==> src/rtl/nw_pkt_decorator_pkg.sv <==
// nw_pkt_decorator_pkg
//   Shared types for the packet decorator: output beat kinds, the framing
//   FSM states and the header tag width.
package nw_pkt_decorator_pkg;

    localparam int HDR_TAG_W = 8;

    typedef enum logic [1:0] {
        HDR = 2'd0,
        PAY = 2'd1,
        TRL = 2'd2
    } beat_kind_e;

    typedef enum logic [1:0] {
        IDLE,
        HDR_S,
        PAY_S,
        TRL_S
    } state_e;

endpackage

==> src/rtl/nw_skid_buffer.sv <==
// nw_skid_buffer
//   Two-entry valid/ready skid buffer with fully registered outputs.
//   in_ready comes straight from a flop, so it never depends on in_valid.
//   When the output register is idle its payload is zeroed, so a quiet
//   output bus reads as all zeros.
// Ports:
//   clk, rst_n              clock, async active-low reset
//   in_valid/in_ready/in_data    upstream side
//   out_valid/out_ready/out_data downstream side
module nw_skid_buffer #(
    parameter int WIDTH = 8
) (
    input  logic             clk,
    input  logic             rst_n,
    input  logic             in_valid,
    output logic             in_ready,
    input  logic [WIDTH-1:0] in_data,
    output logic             out_valid,
    input  logic             out_ready,
    output logic [WIDTH-1:0] out_data
);

    logic             out_valid_q, out_valid_d;
    logic [WIDTH-1:0] out_data_q, out_data_d;
    logic             skid_valid_q, skid_valid_d;
    logic [WIDTH-1:0] skid_data_q, skid_data_d;
    logic             in_fire;

    assign in_ready  = !skid_valid_q;
    assign in_fire   = in_valid && !skid_valid_q;
    assign out_valid = out_valid_q;
    assign out_data  = out_data_q;

    always_comb begin
        out_valid_d  = out_valid_q;
        out_data_d   = out_data_q;
        skid_valid_d = skid_valid_q;
        skid_data_d  = skid_data_q;
        if (!out_valid_q || out_ready) begin
            // Output slot frees up: drain the skid entry first, else take
            // the incoming beat directly (skid full implies no in_fire).
            if (skid_valid_q) begin
                out_valid_d  = 1'b1;
                out_data_d   = skid_data_q;
                skid_valid_d = 1'b0;
            end else begin
                out_valid_d = in_fire;
                out_data_d  = in_fire ? in_data : '0;
            end
        end else if (in_fire) begin
            // Output stalled: park the beat accepted this cycle.
            skid_valid_d = 1'b1;
            skid_data_d  = in_data;
        end
    end

    always_ff @(posedge clk or negedge rst_n) begin
        if (!rst_n) begin
            out_valid_q  <= 1'b0;
            out_data_q   <= '0;
            skid_valid_q <= 1'b0;
            skid_data_q  <= '0;
        end else begin
            out_valid_q  <= out_valid_d;
            out_data_q   <= out_data_d;
            skid_valid_q <= skid_valid_d;
            skid_data_q  <= skid_data_d;
        end
    end

endmodule

==> src/rtl/nw_pkt_decorator.sv <==
// nw_pkt_decorator
//   Wraps each payload packet with a header beat {tag, seq, zeros} and a
//   trailer beat {xor checksum} carrying the payload beat count on m_len.
//   All m_* outputs come from a 2-entry skid buffer (1-cycle latency,
//   full throughput, no bubbles between back-to-back packets).
// Ports:
//   clk, rst_n                        clock, async active-low reset
//   s_valid/s_ready/s_data/s_last     payload input stream
//   cfg_tag                           header tag, sampled when a header is scheduled
//   m_valid/m_ready/m_data/m_last     decorated output stream
//   m_kind                            0=HDR 1=PAY 2=TRL
//   m_len                             payload beat count on TRL, else 0
//   err_oversize                      sticky, packet longer than 2^LEN_W-1 beats
// Optional (NW_PKT_DECORATOR_STATS_EN):
//   stat_pkts                         accepted trailers
//   stat_beats                        accepted output beats
module nw_pkt_decorator
    import nw_pkt_decorator_pkg::*;
#(
    parameter int DATA_W = 32,
    parameter int LEN_W  = 8,
    parameter int SEQ_W  = 8
) (
    input  logic              clk,
    input  logic              rst_n,
    input  logic              s_valid,
    output logic              s_ready,
    input  logic [DATA_W-1:0] s_data,
    input  logic              s_last,
    input  logic [7:0]        cfg_tag,
    output logic              m_valid,
    input  logic              m_ready,
    output logic [DATA_W-1:0] m_data,
    output logic              m_last,
    output logic [1:0]        m_kind,
    output logic [LEN_W-1:0]  m_len,
    output logic              err_oversize
`ifdef NW_PKT_DECORATOR_STATS_EN
    ,
    output logic [31:0]       stat_pkts,
    output logic [31:0]       stat_beats
`endif
);

    localparam int PW = DATA_W + 2 + 1 + LEN_W;
    localparam logic [LEN_W-1:0] LEN_MAX = '1;

    state_e                 state_q, state_d;
    logic [HDR_TAG_W-1:0]   tag_q, tag_d;
    logic [SEQ_W-1:0]       seq_q, seq_d;
    logic [DATA_W-1:0]      csum_q, csum_d;
    logic [LEN_W-1:0]       count_q, count_d;
    logic                   err_q, err_d;

    logic                   push_valid, push_ready;
    logic [DATA_W-1:0]      p_data;
    beat_kind_e             p_kind;
    logic                   p_last;
    logic [LEN_W-1:0]       p_len;
    logic [PW-1:0]          push_bus, pop_bus;
    logic [DATA_W-1:0]      hdr_word;

    // Tag in the top byte, sequence number just below it, zero fill.
    assign hdr_word = ({{(DATA_W-HDR_TAG_W){1'b0}}, tag_q} << (DATA_W-HDR_TAG_W))
                    | ({{(DATA_W-SEQ_W){1'b0}}, seq_q} << (DATA_W-HDR_TAG_W-SEQ_W));

    always_comb begin
        state_d    = state_q;
        tag_d      = tag_q;
        seq_d      = seq_q;
        csum_d     = csum_q;
        count_d    = count_q;
        err_d      = err_q;
        push_valid = 1'b0;
        p_data     = '0;
        p_kind     = HDR;
        p_last     = 1'b0;
        p_len      = '0;
        s_ready    = 1'b0;
        case (state_q)
            IDLE: begin
                if (s_valid) begin
                    tag_d   = cfg_tag;
                    state_d = HDR_S;
                end
            end
            HDR_S: begin
                push_valid = 1'b1;
                p_data     = hdr_word;
                p_kind     = HDR;
                if (push_ready) state_d = PAY_S;
            end
            PAY_S: begin
                // push_ready is a flop output, so s_ready never sees s_valid.
                s_ready    = push_ready;
                push_valid = s_valid;
                p_data     = s_data;
                p_kind     = PAY;
                if (s_valid && push_ready) begin
                    csum_d = csum_q ^ s_data;
                    if (count_q == LEN_MAX) err_d = 1'b1;
                    else                    count_d = count_q + LEN_W'(1);
                    if (s_last) state_d = TRL_S;
                end
            end
            TRL_S: begin
                push_valid = 1'b1;
                p_data     = csum_q;
                p_kind     = TRL;
                p_last     = 1'b1;
                p_len      = count_q;
                if (push_ready) begin
                    seq_d   = seq_q + SEQ_W'(1);
                    csum_d  = '0;
                    count_d = '0;
                    // Next packet already waiting: go straight to its header.
                    if (s_valid) begin
                        tag_d   = cfg_tag;
                        state_d = HDR_S;
                    end else begin
                        state_d = IDLE;
                    end
                end
            end
            default: state_d = IDLE;
        endcase
    end

    always_ff @(posedge clk or negedge rst_n) begin
        if (!rst_n) begin
            state_q <= IDLE;
            tag_q   <= '0;
            seq_q   <= '0;
            csum_q  <= '0;
            count_q <= '0;
            err_q   <= 1'b0;
        end else begin
            state_q <= state_d;
            tag_q   <= tag_d;
            seq_q   <= seq_d;
            csum_q  <= csum_d;
            count_q <= count_d;
            err_q   <= err_d;
        end
    end

    assign push_bus     = {p_data, p_kind, p_last, p_len};
    assign err_oversize = err_q;

    nw_skid_buffer #(.WIDTH(PW)) u_out (
        .clk       (clk),
        .rst_n     (rst_n),
        .in_valid  (push_valid),
        .in_ready  (push_ready),
        .in_data   (push_bus),
        .out_valid (m_valid),
        .out_ready (m_ready),
        .out_data  (pop_bus)
    );

    assign {m_data, m_kind, m_last, m_len} = pop_bus;

`ifdef NW_PKT_DECORATOR_STATS_EN
    logic [31:0] stat_pkts_q, stat_pkts_d;
    logic [31:0] stat_beats_q, stat_beats_d;

    always_comb begin
        stat_pkts_d  = stat_pkts_q;
        stat_beats_d = stat_beats_q;
        if (m_valid && m_ready) begin
            stat_beats_d = stat_beats_q + 32'd1;
            if (m_last) stat_pkts_d = stat_pkts_q + 32'd1;
        end
    end

    always_ff @(posedge clk or negedge rst_n) begin
        if (!rst_n) begin
            stat_pkts_q  <= '0;
            stat_beats_q <= '0;
        end else begin
            stat_pkts_q  <= stat_pkts_d;
            stat_beats_q <= stat_beats_d;
        end
    end

    assign stat_pkts  = stat_pkts_q;
    assign stat_beats = stat_beats_q;
`endif

endmodule

==> config.mk <==
export PLATFORM = sky130hd
export DESIGN_NAME = nw_pkt_decorator
export DESIGN_NICKNAME = d
export VERILOG_FILES = /design/src/rtl/nw_pkt_decorator_pkg.sv /design/src/rtl/nw_skid_buffer.sv /design/src/rtl/nw_pkt_decorator.sv
export SDC_FILE = /design/constraint.sdc
export NUM_CORES = 1
export LEC_CHECK = 0
export ABC_CLOCK_PERIOD_IN_PS = 6100
export CAP_MARGIN = 20
export CELL_PAD_IN_SITES_DETAIL_PLACEMENT = 2
export CELL_PAD_IN_SITES_GLOBAL_PLACEMENT = 2
export CORE_MARGIN = 2
export CORE_UTILIZATION = 39
export DETAILED_ROUTE_END_ITERATION = 10
export GPL_ROUTABILITY_DRIVEN = 0
export PLACE_DENSITY_LB_ADDON = 0.1
export SKIP_LAST_GASP = 1
export SLEW_MARGIN = 20
export SYNTH_ARGS = -nofsm -noshare
export SYNTH_HDL_FRONTEND = slang
export SYNTH_HIERARCHICAL = 1
export SYNTH_SLANG_ARGS = --single-unit
==> constraint.sdc <==
create_clock -name clk -period 6.1 [get_ports clk]
set_input_delay 1.22 -clock clk [delete_from_list [all_inputs] [get_ports clk]]
set_output_delay 1.22 -clock clk [all_outputs]
set_load 0.01 [all_outputs]
==> impl_results.md, run 1 <==
- Setup slack, reg-to-reg: 2220 ps
- TNS Setup: 0 ps
- RSZ-0062 raised after global routing: false
- Clock skew: 12.4 ps
- Final period utilization: 0.637
- Worst EP required: 6400 ps
- Clock Pin Slew Worst Setup and Hold Paths: 60 ps
- Crit path DAT: 4180 ps
- Setup ws final: 2220 ps
- Sequential-to-total area share from yosys stat: 0.488
- Worst R2R End: u_out/skid_data_q[0]
- Main synth FF type: dfrtp_1
- Share of layout cells above drive strength 1: 0.140
- Post-Layout Inst Area: 9230 sq um
- Critical path class: register to register
- Mapped Area: 7540 sq um
- Via density per instance: 5.63
- Root Buffer: clkbuf_16
- Final Hold Vio Count: 0
- Commonest non-fill, non-tap cell in the layout: dfrtp_1
- Ranking of synthesized cells by area: dfrtp_1 (49%), mux2_4 (8.0%), nand3b_1 (4.6%)
- Status: complete, no violations
- Slowest CP cell: and4bb_4
- CTS Hold Buffers Added: 0
- Synthesis-to-finish area growth: 22.4%
- HP Class: register to register
- Place WS: 1870 ps
- Leak: 3.85 nW
- Avg Inst Size Synth: 10.7 sq um
- WP buf/inv: 1
- PostCTS Resize Cnt: 0
- Max-capacitance violation count: 0
- First-pass GRT wire length: 37700 um
- F_max: 258 MHz
- EDFF count, synth: 0
- Final Non-Filler Cells: 1034
- Clock Path Buffers: 2
- H-tree depth: 4
- YS warnings: 6
- Async set-reset flop share out of synthesis: 1.00
- Via count: 5826
- Initial antenna violation count: 0
- Starting Density: 0.400
- Crit path launch type: register
- Placed Instances: 1002
- Distinct cells, synth: 47
- Pre-Repair DR Iteration Count: 5
- Least-Margin Pin Slew: 1030 ps
- Worst r2r src: state_q[0]
- Number of DRC markers in iteration 0: 264
- Syn Nets: 760
- Clock Latency Late Sink: 430 ps
- DPL Wire Length: 14100 um
- CP top delay family: simple AND/OR/NAND/NOR gates
- I/O Pins: 91
- Detailed Route WL: 23300 um
- Core Region: 18800 sq um
- Post-DP Area: 8510 sq um
- Final setup vio count: 0
- Antenna Violating Nets Remaining: 0
- Slew HR: 0.312
- Pin count of the biggest net entering global routing: 94
- Mapped Cells: 706
- R2R depth: 6
- Diodes inserted: 0
- Yosys top cell area share: 0.488
- Most frequent cells in the layout: dfrtp_1 (146), clkdlybuf4s50_1 (88), nor2_1 (74), nand2_1 (54), nand3b_1 (46)
- GRT Util Overall: 0.241
- Min cycle time layout: 3880 ps
- Clk sinks: 147
- Vias in the first global route: 6682
- TritonCTS clock tree: done
- WL per Instance: 22.6 um
- Total setup buffers inserted after CTS: 0
- IO Port Bufs: 90
- HP Start: seq_q[5]
- Area of the die: 20500 sq um
- Max incr delay on CP: 1030 ps
- Fin Hold WS: 492 ps
- Critical Path Fanout Max: 45
- Die X: 143 um
- PwrDens: 599 nW/um^2
- TritonCTS buffer count: 17
- Area leader, netlist: dfrtp_1
- Crit path capture type: register
- GR Overflow Total: 0
- Worst IR Drop VDD: 0.000253 V
- # nets final: 815
- DRC viols: 0
- Design Power: 5.52 mW
- Hold Path Sink: seq_q[5]
- FP Rows: 50
- Final slew viol count: 0
- Synth Register Bits: 147
- Final Core Density: 0.490
- Die Y: 143 um
- Worst hold path depth: 1
- Layout fillers: 1884
- Worst-path cell chain: ha_1 -> nor2_1 -> a21oi_4 -> buf_4 -> and4bb_4 -> mux2_1
==> kinds of logic after synthesis <==
group	after synthesis	synth area share
AND/OR/NAND/NOR	288	0.207
flip-flops	147	0.488
AO/OA/AOI/OAI	99	0.0938
buffers and inverters	69	0.0485
multiplexers	55	0.102
XOR/XNOR	39	0.0453
adder cells (fa/ha/maj)	9	0.0149
==> synthesized netlist by cell type, drive strengths merged, types with 2 or more instances <==
cell	instances
nor3b	43
mux2	55
a22oi	16
clkbuf	41
nand3b	46
nor2	74
ha	9
xnor2	3
o21ai	8
buf	23
nor2b	2
or3	3
a222oi	16
and3	8
nand2	54
inv	5
nand3	38
a21oi	4
a31oi	43
xor2	36
and2	9
nand2b	5
o211ai	5
dfrtp	147
==> state kept, by name, indices dropped and copies added, names as in the netlist <==
register	count
tag_q	8
u_out/skid_valid_q	1
u_out/out_data	43
count_q	8
state_q	2
u_out/out_valid	1
u_out/skid_data_q	43
seq_q	8
err_oversize	1
csum_q	32
==> worst max path at each step <==
stage                    start                   end  slack, ps  depth (start not counted)
finish              state_q[0]  u_out/skid_data_q[0]       2220                          6
global route        state_q[0]  u_out/skid_data_q[0]       1990                          6
CTS                 state_q[0]  u_out/skid_data_q[0]       2160                          6
detailed placement     s_valid  u_out/skid_data_q[0]       1870                          6
global placement       s_valid  u_out/skid_data_q[1]       1970                          6
floorplan           state_q[0]               s_ready       3330                          5
==> layout make-up <==
cell class | instances | area, sq um | share of cell area
well taps | 260 | 325 | 0.0353
inverters | 5 | 18.8 | 0.00203
flip-flops and latches | 147 | 3680 | 0.399
clock inverters | 14 | 282 | 0.0305
multi-input cells | 490 | 3520 | 0.381
repair buffers | 100 | 972 | 0.105
clock buffers | 18 | 429 | 0.0465
==> per-layer routing <==
layer,part of all wire,up-vias,track usage
met5,0,-,0
li1,-,2616,-
met3,0.034,24,0.0339
met1,0.43,3061,0.298
met4,0.015,0,0.0766
met2,0.52,125,0.435
==> where the power goes <==
| part | switching [mW] | internal (mW) |
|---|---|---|
| sequential | 0.313 | 1.40 |
| combinational | 1.43 | 1.10 |
| clock | 0.430 | 0.850 |
Power figures use the tool's default switching activity.
==> inputs of run 2 (changes only) <==
--- a/config.mk
+++ b/config.mk
@@ -5,12 +5,12 @@
 export SDC_FILE = /design/constraint.sdc
 export NUM_CORES = 1
 export LEC_CHECK = 0
-export ABC_CLOCK_PERIOD_IN_PS = 6100
+export ABC_CLOCK_PERIOD_IN_PS = 3200
 export CAP_MARGIN = 20
 export CELL_PAD_IN_SITES_DETAIL_PLACEMENT = 2
 export CELL_PAD_IN_SITES_GLOBAL_PLACEMENT = 2
 export CORE_MARGIN = 2
-export CORE_UTILIZATION = 39
+export CORE_UTILIZATION = 33
 export DETAILED_ROUTE_END_ITERATION = 10
 export GPL_ROUTABILITY_DRIVEN = 0
 export PLACE_DENSITY_LB_ADDON = 0.1
==> constraint.sdc (replaced) <==
create_clock -name clk -period 3.2 [get_ports clk]
set_input_delay 0.64 -clock clk [delete_from_list [all_inputs] [get_ports clk]]
set_output_delay 0.64 -clock clk [all_outputs]
set_load 0.01 [all_outputs]
==> impl_results.md, run 2 (synthesized netlist as in run 1, its figures left out) <==
- Status: complete, no violations
- Synthesis-to-finish area growth: 22.9%
- Area of the die: 24100 sq um (+18%)
- Pre-Repair DR Iteration Count: 6 (+1)
- Worst r2r src: state_q[0]
- Slew HR: 0.469 (+0.157)
- F_max: 329 MHz
- Clock Pin Slew Worst Setup and Hold Paths: 70 ps (about the same)
- Initial antenna violation count: 0 (unchanged)
- H-tree depth: 4 (unchanged)
- CP startpoint: state_q[0]
- Crit path launch type: register
- Die X: 155 um (+8.5%)
- Worst IR Drop VDD: 0.000399 V (+58%)
- RSZ-0062 raised after global routing: false
- Clock Latency Late Sink: 420 ps (about the same)
- Antenna Violating Nets Remaining: 0 (unchanged)
- Worst EP required: 2560 ps (-3840 ps)
- Clk sinks: 147 (unchanged)
- CTS Hold Buffers Added: 0 (unchanged)
- Final setup vio count: 0 (unchanged)
- FP Rows: 55 (+10%)
- Clock Path Buffers: 2 (unchanged)
- Commonest non-fill, non-tap cell in the layout: dfrtp_1
- Via count: 5806 (-0.34%)
- TritonCTS clock tree: done
- Number of DRC markers in iteration 0: 256 (-3.0%)
- Share of layout cells above drive strength 1: 0.154 (+0.0142)
- Root Buffer: clkbuf_16
- Detailed Route WL: 23400 um (+0.26%)
- Most frequent cells in the layout: dfrtp_1 (146), clkdlybuf4s50_1 (88), nor2_1 (74), nand2_1 (54), nand3b_1 (46)
- GRT Util Overall: 0.204 (-0.0373)
- Crit path DAT: 2400 ps (-1780 ps)
- Crit path capture type: output pin
- GR Overflow Total: 0 (unchanged)
- Diodes inserted: 0 (unchanged)
- Pin count of the biggest net entering global routing: 89 (-5.3%)
- Via density per instance: 5.42 (-3.9%)
- WL per Instance: 21.8 um (-3.3%)
- Die Y: 155 um (+8.5%)
- Max-capacitance violation count: 0 (unchanged)
- Clock skew: 9.52 ps (-2.84 ps)
- IO Port Bufs: 90 (unchanged)
- I/O Pins: 91 (unchanged)
- Final period utilization: 0.949
- Vias in the first global route: 6572 (-1.6%)
- DRC viols: 0 (unchanged)
- TNS Setup: 0 ps (unchanged)
- Critical path class: register to output pin
- HP Class: input pin to asynchronous set/reset pin
- Total setup buffers inserted after CTS: 0 (unchanged)
- TritonCTS buffer count: 17 (unchanged)
- Critical Path Fanout Max: 18 (-60%)
- Core Region: 22500 sq um (+20%)
- # nets final: 828 (+1.6%)
- Starting Density: 0.335 (-0.0653)
- First-pass GRT wire length: 38100 um (+1.2%)
- Final Hold Vio Count: 0 (unchanged)
- Setup ws final: 162 ps (-2050 ps)
- DPL Wire Length: 14900 um (+5.8%)
- Min cycle time layout: 3040 ps
- PwrDens: 1090 nW/um^2 (+83%)
- PostCTS Resize Cnt: 0 (unchanged)
- Place WS: 610 ps (-1260 ps)
- Least-Margin Pin Slew: 796 ps (-236 ps)
- Final slew viol count: 0 (unchanged)
- Leak: 3.86 nW (+0.37%)
## run 2: cell count changes in the layout (fill, tap and decap cells not counted), moves of 2 or more
cell | before | now
buf_12 | 0 | 3
buf_4 | 10 | 20
bufinv_16 | 8 | 2
clkinv_2 | 2 | 4
clkinv_4 | 0 | 3
## run 2: routing by layer
metal / vias to the layer above / part of all wire / track usage
li1: 2644 / - / -
met1: 3056 / 0.45 / 0.260
met2: 95 / 0.51 / 0.361
met3: 11 / 0.029 / 0.0329
met4: 0 / 0.0078 / 0.0538
met5: - / 0 / 0
## run 2: where the power goes
group / internal [mW] / total, mW / switching [mW]
logic: 2.21 / 4.89 / 2.68
registers: 2.66 / 3.26 / 0.599
clock network: 1.17 / 1.99 / 0.828
## run 2: stage by stage
step	util	cell area, sq um	std cells	total power, mW	hold slack, ps
after global routing	0.412	9270	1072	10.9	124
after detailed placement	0.386	8690	1040	8.19	465
after floorplan	-	7540	706	6.38	344
after CTS	0.412	9270	1072	10.3	112
after global placement	0.386	8690	1040	8.00	459
final	0.412	9270	1072	10.1	120
## run 2: layout make-up
cell class / instances / area [sq um]
multi-input combinational: 490 / 3530
clock buffer: 19 / 443
inverter: 5 / 18.8
sequential: 147 / 3680
clock inverter: 13 / 136
tap: 285 / 357
fill: 2346 / 13200
timing repair buffer: 113 / 1110
## run 2: final timing paths
path / cells past startpoint / slack, ps / end
worst max-delay path: 4 / 160 / s_ready
worst min-delay path: 1 / 120 / u_out/out_data[7]
max in group asynchronous: 2 / 2290 / seq_q[6]
worst min register to register: 1 / 480 / err_oversize
worst max register to register: 7 / 650 / u_out/out_data[2]
min in group clk: 1 / 480 / err_oversize
## run 2: critical path, stage by stage (launching register included)
cell and delay [ps]:
dfrtp_1 470, inv_1 180, ha_2 530, and2_1 240, clkdlybuf4s50_1 550
